<file path="config.mk">
export PLATFORM = sky130hd
export DESIGN_NAME = motor_axis_apb_ctrl
export DESIGN_NICKNAME = d
export VERILOG_FILES = /design/src/rtl/motor_apb_pkg.sv /design/src/rtl/motor_axis_slot.sv /design/src/rtl/motor_axis_apb_ctrl.sv
export SDC_FILE = /design/constraint.sdc
export NUM_CORES = 1
export LEC_CHECK = 0
export CAP_MARGIN = 20
export CORE_ASPECT_RATIO = 0.6
export CORE_MARGIN = 10
export CORE_UTILIZATION = 60
export CTS_CLUSTER_DIAMETER = 40
export DETAILED_ROUTE_END_ITERATION = 16
export DONT_BUFFER_PORTS = 1
export GPL_TIMING_DRIVEN = 0
export PLACE_DENSITY_LB_ADDON = 0.25
export SLEW_MARGIN = 10
export SYNTH_ARGS = -nofsm -noshare
export SYNTH_HDL_FRONTEND = slang
export SYNTH_SLANG_ARGS = --single-unit
</file>
<file path="constraint.sdc">
create_clock -name PCLK -period 4.95 [get_ports PCLK]
set_clock_uncertainty 0.1 [all_clocks]
set_input_delay 0.99 -clock PCLK [delete_from_list [all_inputs] [get_ports PCLK]]
set_output_delay 0.99 -clock PCLK [all_outputs]
set_load 0.02 [all_outputs]
</file>
<file path="src/rtl/motor_apb_pkg.sv">
// Shared constants for the motor axis APB register block: register offsets and interrupt modes.
package motor_apb_pkg;

   localparam int unsigned N_AXES_MAX = 8;

   localparam logic [7:0] OFF_CTRL     = 8'h20;
   localparam logic [7:0] OFF_GO       = 8'h24;
   localparam logic [7:0] OFF_STATUS   = 8'h28;
   localparam logic [7:0] OFF_IRQ_EN   = 8'h2C;
   localparam logic [7:0] OFF_IRQ_STAT = 8'h30;

   typedef enum logic {
      IRQ_ANY = 1'b0,
      IRQ_ALL = 1'b1
   } irq_mode_e;

endpackage

</file>
<file path="src/rtl/motor_axis_slot.sv">
// One axis: target magnitude/direction, busy tracking, start pulse and done rising-edge detection.
module motor_axis_slot
   import motor_apb_pkg::*;
#(
   parameter int unsigned CNT_W = 32
) (
   input  logic             PCLK,
   input  logic             PRESET,
   input  logic             tgt_we,
   input  logic [CNT_W-1:0] tgt_val,
   input  logic             go,
   input  logic             done_in,
   output logic [CNT_W-1:0] cnt_out,
   output logic             dir_out,
   output logic             start,
   output logic             busy,
   output logic             done_evt_c
);

   logic done_q;

   // A done level already high when the move starts has no rising edge, so it is ignored.
   assign done_evt_c = done_in & ~done_q & busy;

   always_ff @(posedge PCLK) begin
      if (PRESET) begin
         cnt_out <= '0;
         dir_out <= 1'b1;
         start   <= 1'b0;
         busy    <= 1'b0;
         done_q  <= 1'b0;
      end else begin
         done_q <= done_in;
         start  <= go & ~busy;
         if (done_evt_c) begin
            busy <= 1'b0;
         end else if (go) begin
            busy <= 1'b1;
         end
         // Magnitude wraps for the most-negative value: 2^(CNT_W-1) with dir 0.
         if (tgt_we) begin
            dir_out <= ~tgt_val[CNT_W-1];
            cnt_out <= tgt_val[CNT_W-1] ? -tgt_val : tgt_val;
         end
      end
   end

endmodule

</file>
<file path="src/rtl/motor_axis_apb_ctrl.sv">
// APB3 register block driving N stepper-motor axis cores: targets, go, status and a
// maskable any/all-done fabric interrupt.
module motor_axis_apb_ctrl
   import motor_apb_pkg::*;
#(
   parameter int unsigned N_AXES = 2,
   parameter int unsigned CNT_W  = 32
) (
   input  logic                     PCLK,
   input  logic                     PRESET,
   input  logic                     PSEL,
   input  logic                     PENABLE,
   input  logic                     PWRITE,
   input  logic [31:0]              PADDR,
   input  logic [31:0]              PWDATA,
   output logic [31:0]              PRDATA,
   output logic                     PREADY,
   output logic                     PSLVERR,
   input  logic [N_AXES*CNT_W-1:0]  cnt_in,
   input  logic [N_AXES-1:0]        done_in,
   output logic [N_AXES*CNT_W-1:0]  cnt_out,
   output logic [N_AXES-1:0]        dir_out,
   output logic [N_AXES-1:0]        start,
   output logic                     fabint
);

   logic [7:0]            off;
   logic [2:0]            tgt_idx;
   logic                  access, wr;
   logic                  is_target, tgt_ok, is_ctrl, is_go, is_status, is_en, is_stat, mapped;
   logic                  tgt_busy, go_err;
   logic [CNT_W-1:0]      tgt_rd;
   logic [N_AXES-1:0]     busy, done_evt, tgt_we, go_ok, irq_masked;
   logic [N_AXES_MAX-1:0] busy_ext, done_ext;
   logic [N_AXES-1:0]     irq_en, irq_stat, w1c_mask;
   irq_mode_e             irq_mode;
   logic                  fabint_c;
   logic                  unused_bits;

   assign unused_bits = ^{PADDR[31:8], PADDR[1:0], PWDATA};

   assign off     = {PADDR[7:2], 2'b00};
   assign tgt_idx = PADDR[4:2];
   assign access  = PSEL & PENABLE;
   assign wr      = access & PWRITE;
   assign PREADY  = 1'b1;

   assign is_target = (PADDR[7:5] == 3'b000);
   assign tgt_ok    = is_target & ({29'd0, tgt_idx} < N_AXES);
   assign is_ctrl   = (off == OFF_CTRL);
   assign is_go     = (off == OFF_GO);
   assign is_status = (off == OFF_STATUS);
   assign is_en     = (off == OFF_IRQ_EN);
   assign is_stat   = (off == OFF_IRQ_STAT);
   assign mapped    = tgt_ok | is_ctrl | is_go | is_status | is_en | is_stat;

   // Per-axis select, write enables and zero-extended status vectors.
   always_comb begin
      tgt_busy = 1'b0;
      tgt_rd   = '0;
      tgt_we   = '0;
      go_ok    = '0;
      busy_ext = '0;
      done_ext = '0;
      for (int i = 0; i < N_AXES; i++) begin
         busy_ext[i] = busy[i];
         done_ext[i] = done_in[i];
         if (tgt_ok && (tgt_idx == 3'(i))) begin
            tgt_busy  = busy[i];
            tgt_rd    = cnt_in[i*CNT_W +: CNT_W];
            tgt_we[i] = wr & ~busy[i];
         end
         go_ok[i] = wr & is_go & PWDATA[i] & ~busy[i];
      end
   end

   assign go_err  = is_go & (|(PWDATA[N_AXES-1:0] & busy));
   assign PSLVERR = access & (~mapped | (PWRITE & ((tgt_ok & tgt_busy) | go_err)));

   for (genvar g = 0; g < N_AXES; g++) begin : g_axis
      motor_axis_slot #(.CNT_W(CNT_W)) u_slot (
         .PCLK       (PCLK),
         .PRESET     (PRESET),
         .tgt_we     (tgt_we[g]),
         .tgt_val    (PWDATA[CNT_W-1:0]),
         .go         (go_ok[g]),
         .done_in    (done_in[g]),
         .cnt_out    (cnt_out[g*CNT_W +: CNT_W]),
         .dir_out    (dir_out[g]),
         .start      (start[g]),
         .busy       (busy[g]),
         .done_evt_c (done_evt[g])
      );
   end

   assign w1c_mask = (wr & is_stat) ? PWDATA[N_AXES-1:0] : '0;

   always_comb begin
      irq_masked = irq_stat & irq_en;
      if (irq_mode == IRQ_ALL) begin
         fabint_c = (irq_masked == irq_en) && (irq_en != '0);
      end else begin
         fabint_c = |irq_masked;
      end
   end

   // Done events are OR-ed after the clear so a same-cycle set wins over W1C.
   always_ff @(posedge PCLK) begin
      if (PRESET) begin
         irq_mode <= IRQ_ANY;
         irq_en   <= '0;
         irq_stat <= '0;
         fabint   <= 1'b0;
      end else begin
         if (wr & is_ctrl) irq_mode <= irq_mode_e'(PWDATA[0]);
         if (wr & is_en)   irq_en   <= PWDATA[N_AXES-1:0];
         irq_stat <= (irq_stat & ~w1c_mask) | done_evt;
         fabint   <= fabint_c;
      end
   end

   always_comb begin
      PRDATA = '0;
      if (PSEL) begin
         if (tgt_ok) begin
            PRDATA = 32'(tgt_rd);
         end else begin
            case (off)
               OFF_CTRL:     PRDATA = 32'(irq_mode);
               OFF_STATUS:   PRDATA = {16'd0, done_ext, busy_ext};
               OFF_IRQ_EN:   PRDATA = 32'(irq_en);
               OFF_IRQ_STAT: PRDATA = 32'(irq_stat);
               default:      PRDATA = '0;
            endcase
         end
      end
   end

endmodule

</file>
; ---- After elaboration in Yosys (flattened, before gate mapping)
; Cells that the tools add are included.
[word_totals]
ff_bits = 78
input_bits = 135
wordCells = 86
[op_classes]
addsub = 1
order_cmp = 1
n_eq_ne = 7
mux = 12
n_bitwise = 41
reduce_logical = 10
[op_table]
columns = cell, n
row1 = $mux W32, 5
row2 = $pmux W10 S4, 1
row3 = $neg A32 Y32, 1
row4 = $eq A6 B4 Y1 const B, 5
row5 = $and A1 B1 Y1, 23
row6 = $reduce_or A2 Y1, 4
row7 = $or A1 B1 Y1, 7
row8 = $and A2 B2 Y2, 3
row9 = $logic_not A3 Y1, 2
row10 = $not A1 Y1, 6
row11 = $mux W1, 5
row12 = $eq A3 B1 Y1 const B, 1
row13 = $logic_and A1 B1 Y1, 3
row14 = $lt A3 B2 Y1 const B, 1
row15 = $eq A2 B2 Y1, 1
row16 = $mux W2, 1
row17 = $not A2 Y2, 1
row18 = $or A2 B2 Y2, 1
row19 = $reduce_bool A2 Y1, 1

; ---- Depth between registers and ports, before layout
[depth]
ltp_word = 10
depth_mapped = 10
mapped_depth_nobuf = 7

; ---- Modules after synthesis
; A second synthesis with hierarchy kept.
[hier_totals]
hier_cells = 598
area_unflattened_um2 = 5029.8
[modules_own_cells]
columns = module, n_inst, cells_per_inst, area_per_inst_um2, seq_area_each_um2
row1 = motor_axis_slot, 2, 228, 1999.4, 720.7
row2 = motor_axis_apb_ctrl, 1, 142, 1031.0, 120.1

; ---- Worst setup path after synthesis
; Ideal clock, no wire load.
[synth_path]
path_type = in2out
start = input port PADDR[3]
end = output port PRDATA[11]
t_arrival_ns = 2.575
path_slack_ns = 1.285
stages = 6
path_buffers = 2
cell_sequence = clkbuf_1 > or4_1 > nor2_1 > nand2_1 > clkbuf_1 > nor2_1
[synth_via]
elab_chain_len = 7
word_cells_on_any_way = 10
cone_classes = 1 x order compare / 1 x eq/ne / 4 x mux / 1 x bitwise / 3 x reduce/logical
[synth_lines]
columns = item, line_no
row1 = "start, declared", motor_axis_apb_ctrl.sv:14  ; input logic [31:0] PADDR,
row2 = $lt A3 B2 Y1, motor_axis_apb_ctrl.sv:49  ; assign tgt_ok = is_target & ({29'd0, tgt_idx} < N_AXES);
row3 = $and A1 B1 Y1, motor_axis_apb_ctrl.sv:49
row4 = $logic_and A1 B1 Y1, motor_axis_apb_ctrl.sv:68  ; if (tgt_ok && (tgt_idx == 3'(i))) begin
row5 = $mux W32 (2 in series), motor_axis_apb_ctrl.sv:68
row6 = $mux W32 (*), motor_axis_apb_ctrl.sv:125  ; if (tgt_ok) begin
row7 = $mux W32 (*), motor_axis_apb_ctrl.sv:124  ; if (PSEL) begin
row8 = "end, declared", motor_axis_apb_ctrl.sv:16  ; output logic [31:0] PRDATA,
; Mark *: on every way between the ends. The rest lies on a longest branch, timed or not.

; ---- Final worst setup path
[layout_path]
start = input port PADDR[6]
end = output port PSLVERR
[layout_via]
elab_chain_len = 10
word_cells_on_any_way = 23
cone_classes = 5 x eq/ne / 2 x mux / 13 x bitwise / 3 x reduce/logical
[layout_lines]
columns = item, line_no
row1 = $logic_not A3 Y1, motor_axis_apb_ctrl.sv:48  ; assign is_target = (PADDR[7:5] == 3'b000);
row2 = $and A1 B1 Y1, motor_axis_apb_ctrl.sv:49
row3 = $logic_and A1 B1 Y1 / $or A1 B1 Y1 (equally long branches), "motor_axis_apb_ctrl.sv:68, motor_axis_apb_ctrl.sv:55"
row4 = $mux W1 / $or A1 B1 Y1 (equally long branches) (2 in series), "motor_axis_apb_ctrl.sv:68, motor_axis_apb_ctrl.sv:55"
row5 = $and A1 B1 Y1 / $or A1 B1 Y1 (equally long branches), "motor_axis_apb_ctrl.sv:78, motor_axis_apb_ctrl.sv:55"
row6 = $or A1 B1 Y1 (on tied branches), "motor_axis_apb_ctrl.sv:78, motor_axis_apb_ctrl.sv:55"
row7 = $and A1 B1 Y1 / $not A1 Y1 (equally long branches), motor_axis_apb_ctrl.sv:78  ; assign PSLVERR = access & (~mapped | (PWRITE & ((tgt_ok & tgt_busy) | go_err)));
row8 = $or A1 B1 Y1 (*), motor_axis_apb_ctrl.sv:78
row9 = $and A1 B1 Y1 (*), motor_axis_apb_ctrl.sv:78
row10 = "end, declared", motor_axis_apb_ctrl.sv:18  ; output logic PSLVERR,
; Marked as above.

==> metrics.yaml <==
ys_warn_count: 0
power.density_nw_per_um2: 297
drc: 0
crit_start: "PADDR[6]"
r2r_cells: 3
synth-adder-area-share: 0.00303
synthTopCellsByCount: "nor2_1, dfxtp_1, a211oi_1"
die_w_microns: 127
layout_min_cycle_time_ps: 4080
r2r_slack_ps: 2970
critPathCapture: "PSLVERR"
ios: 238
tns_ps: 0
worstSetupStartpointType: "primary input"
min_path_type: "register to register"
synth_top_family_by_area: "compound AO/OA/AOI/OAI gates"
rr_endpoint: "g_axis[0].u_slot.cnt_out[21]"
antenna_left: 0
synthArstFlopShare: 0
cts_resized: 0
yosys.area.top_type: "dfxtp_1"
critPathArrivalTime_ps: 2990
drtIter0Drc: 356
p_leak_nw: 1.54
drt_first_pass_iters: 5
netlist_area_sq_um: 4130
routed_wl_microns: 13700
grt_pass1_vias: 3661
synth-edff-count: 0
max_cap_viol_count: 0
syn_area_per_cell_sq_um: 8.46
drive_above_1_share: 0.0795
path_max_fanout: 6
synthTopCellsByArea: "dfxtp_1, a211oi_1, nor2_1"
rows: 23
synth_xor_area_frac: 0.0615
ys_seq_area_frac: 0.378
place.detailed.hpwl_microns: 11000
relSlewSlack: 0.543
antenna_cells: 0
slew_viol_final: 0
wl_per_cell_microns: 23.2
clkSinkCount: 78
synth_compound_area_frac: 0.205
grt_overflow: 0
synthSimpleGateAreaFrac: 0.205
via_per_inst: 6.54
criticalPathCategory: "primary input to output pin"
htreeDepth: 3
tightest_slew_ps: 680
start_util: 0.618
peakVddDrop_v: 0.000317
grt_pass1_wl_microns: 20700
synth-seq-cells: 78
post_cts_buffers: 0
clk_latency_ps: 340
clock-root-buffer: "clkbuf_16"
fin_nets: 636
vias: 3861
cts_buffer_depth: 2
synth_top_area_frac: 0.378
syn_inst: 488
r2r-start: "g_axis[0].u_slot.busy"
setup_violations: 0
min_period_over_period: 0.825
yosysMostFrequentCell: "nor2_1"
required_ps: 3860
grt_max_degree: 12
grt_use_total: 0.240
hold_viol: 0
cts_made_buffers: 9
synth_mux_area_frac: 0.0930
gp_congestion: 0.917
die_area_sq_um: 10700
port_buffers: 0
synthFlopType: "dfxtp_1"
yosysUniqueCellTypes: 46
postCtsHoldBufs: 0
end_kind: "output pin"
status: "complete, no violations"
synth_fp_nets: 624
utilization: 0.675
path_clk_slew_ps: 60
power_mw: 1.34
die_h_microns: 84.3
rsz0062_at_grt: "no"
max_freq_mhz: 245
antenna_found_initial: 0
core_area_sq_um: 6680
area_delta_synth_final_pct: 9.09
cts_tree: "done"
per-layer routing:
metal	vias to the layer above	track usage	wire length [microns]
li1	1774	-	-
met1	1809	0.288	5330
met2	240	0.366	6170
met3	38	0.120	1890
met4	0	0.0752	316
met5	-	0	0
power by group:
group,internal [mW],switching [mW]
clock network,0.346,0.241
logic,0.0423,0.0764
registers,0.630,0.00260
registers in the layout, summed over array words and instances (netlist names):
name,count
g_axis.u_slot.cnt_out,64
g_axis.u_slot.busy,2
g_axis.u_slot.dir_out,2
g_axis.u_slot.done_q,2
g_axis.u_slot.start,2
irq_en,2
irq_stat,2
fabint,1
irq_mode,1
worst min path at each step:
stage,end,cells after the start,startpoint
floorplan,g_axis[0].u_slot.dir_out,1,g_axis[0].u_slot.dir_out
global placement,g_axis[1].u_slot.dir_out,1,g_axis[1].u_slot.dir_out
detailed placement,g_axis[1].u_slot.dir_out,1,g_axis[1].u_slot.dir_out
CTS,g_axis[1].u_slot.dir_out,1,g_axis[1].u_slot.dir_out
global route,g_axis[0].u_slot.dir_out,1,g_axis[0].u_slot.dir_out
finish,g_axis[1].u_slot.dir_out,1,g_axis[1].u_slot.dir_out
layout make-up:
class / instances / area, sq um
plain buffers: 46 / 209
inverters: 4 / 15.0
clock inverters: 2 / 10.0
multi-input cells: 360 / 2340
repair buffers: 1 / 10.0
flip-flops and latches: 78 / 1560
clock buffers: 12 / 246
well taps: 87 / 109
fillers: 565 / 2170
logic make-up after synthesis:
logic type	Yosys count
simple gates	180
compound gates	111
flops	78
buf+inv	50
mux	38
xor+xnor	29
fa+ha+maj	1
other cells	1
critical path: stages:
cell and delay [ps]:
or4b_2 650, clkbuf_1 190, nor4_1 520, o21ai_0 170, o311ai_0 150, clkdlybuf4s18_2 330
stage by stage:
stage | setup slack [ps] | hold WS (ps) | area [sq um] | cells
2_1_floorplan | 1280 | 337 | 4130 | 488
3_3_place_gp | 945 | 348 | 4240 | 575
3_5_place_dp | 905 | 350 | 4250 | 576
4_1_cts | 895 | 363 | 4500 | 590
5_1_grt | 709 | 393 | 4500 | 590
6_report | 866 | 362 | 4500 | 590
placed cells by master, fill, tap and decap left out, types with 9 or more instances in the layout:
cell	netlist	layout
a211oi_1	58	58
a21oi_1	9	9
clkbuf_1	29	31
clkbuf_16	0	9
dfxtp_1	78	78
mux2i_1	35	35
nand2_1	17	17
nor2_1	105	105
o21ai_0	13	13
o31ai_1	9	9
xor2_1	28	28
Power figures use the tool's default switching activity.
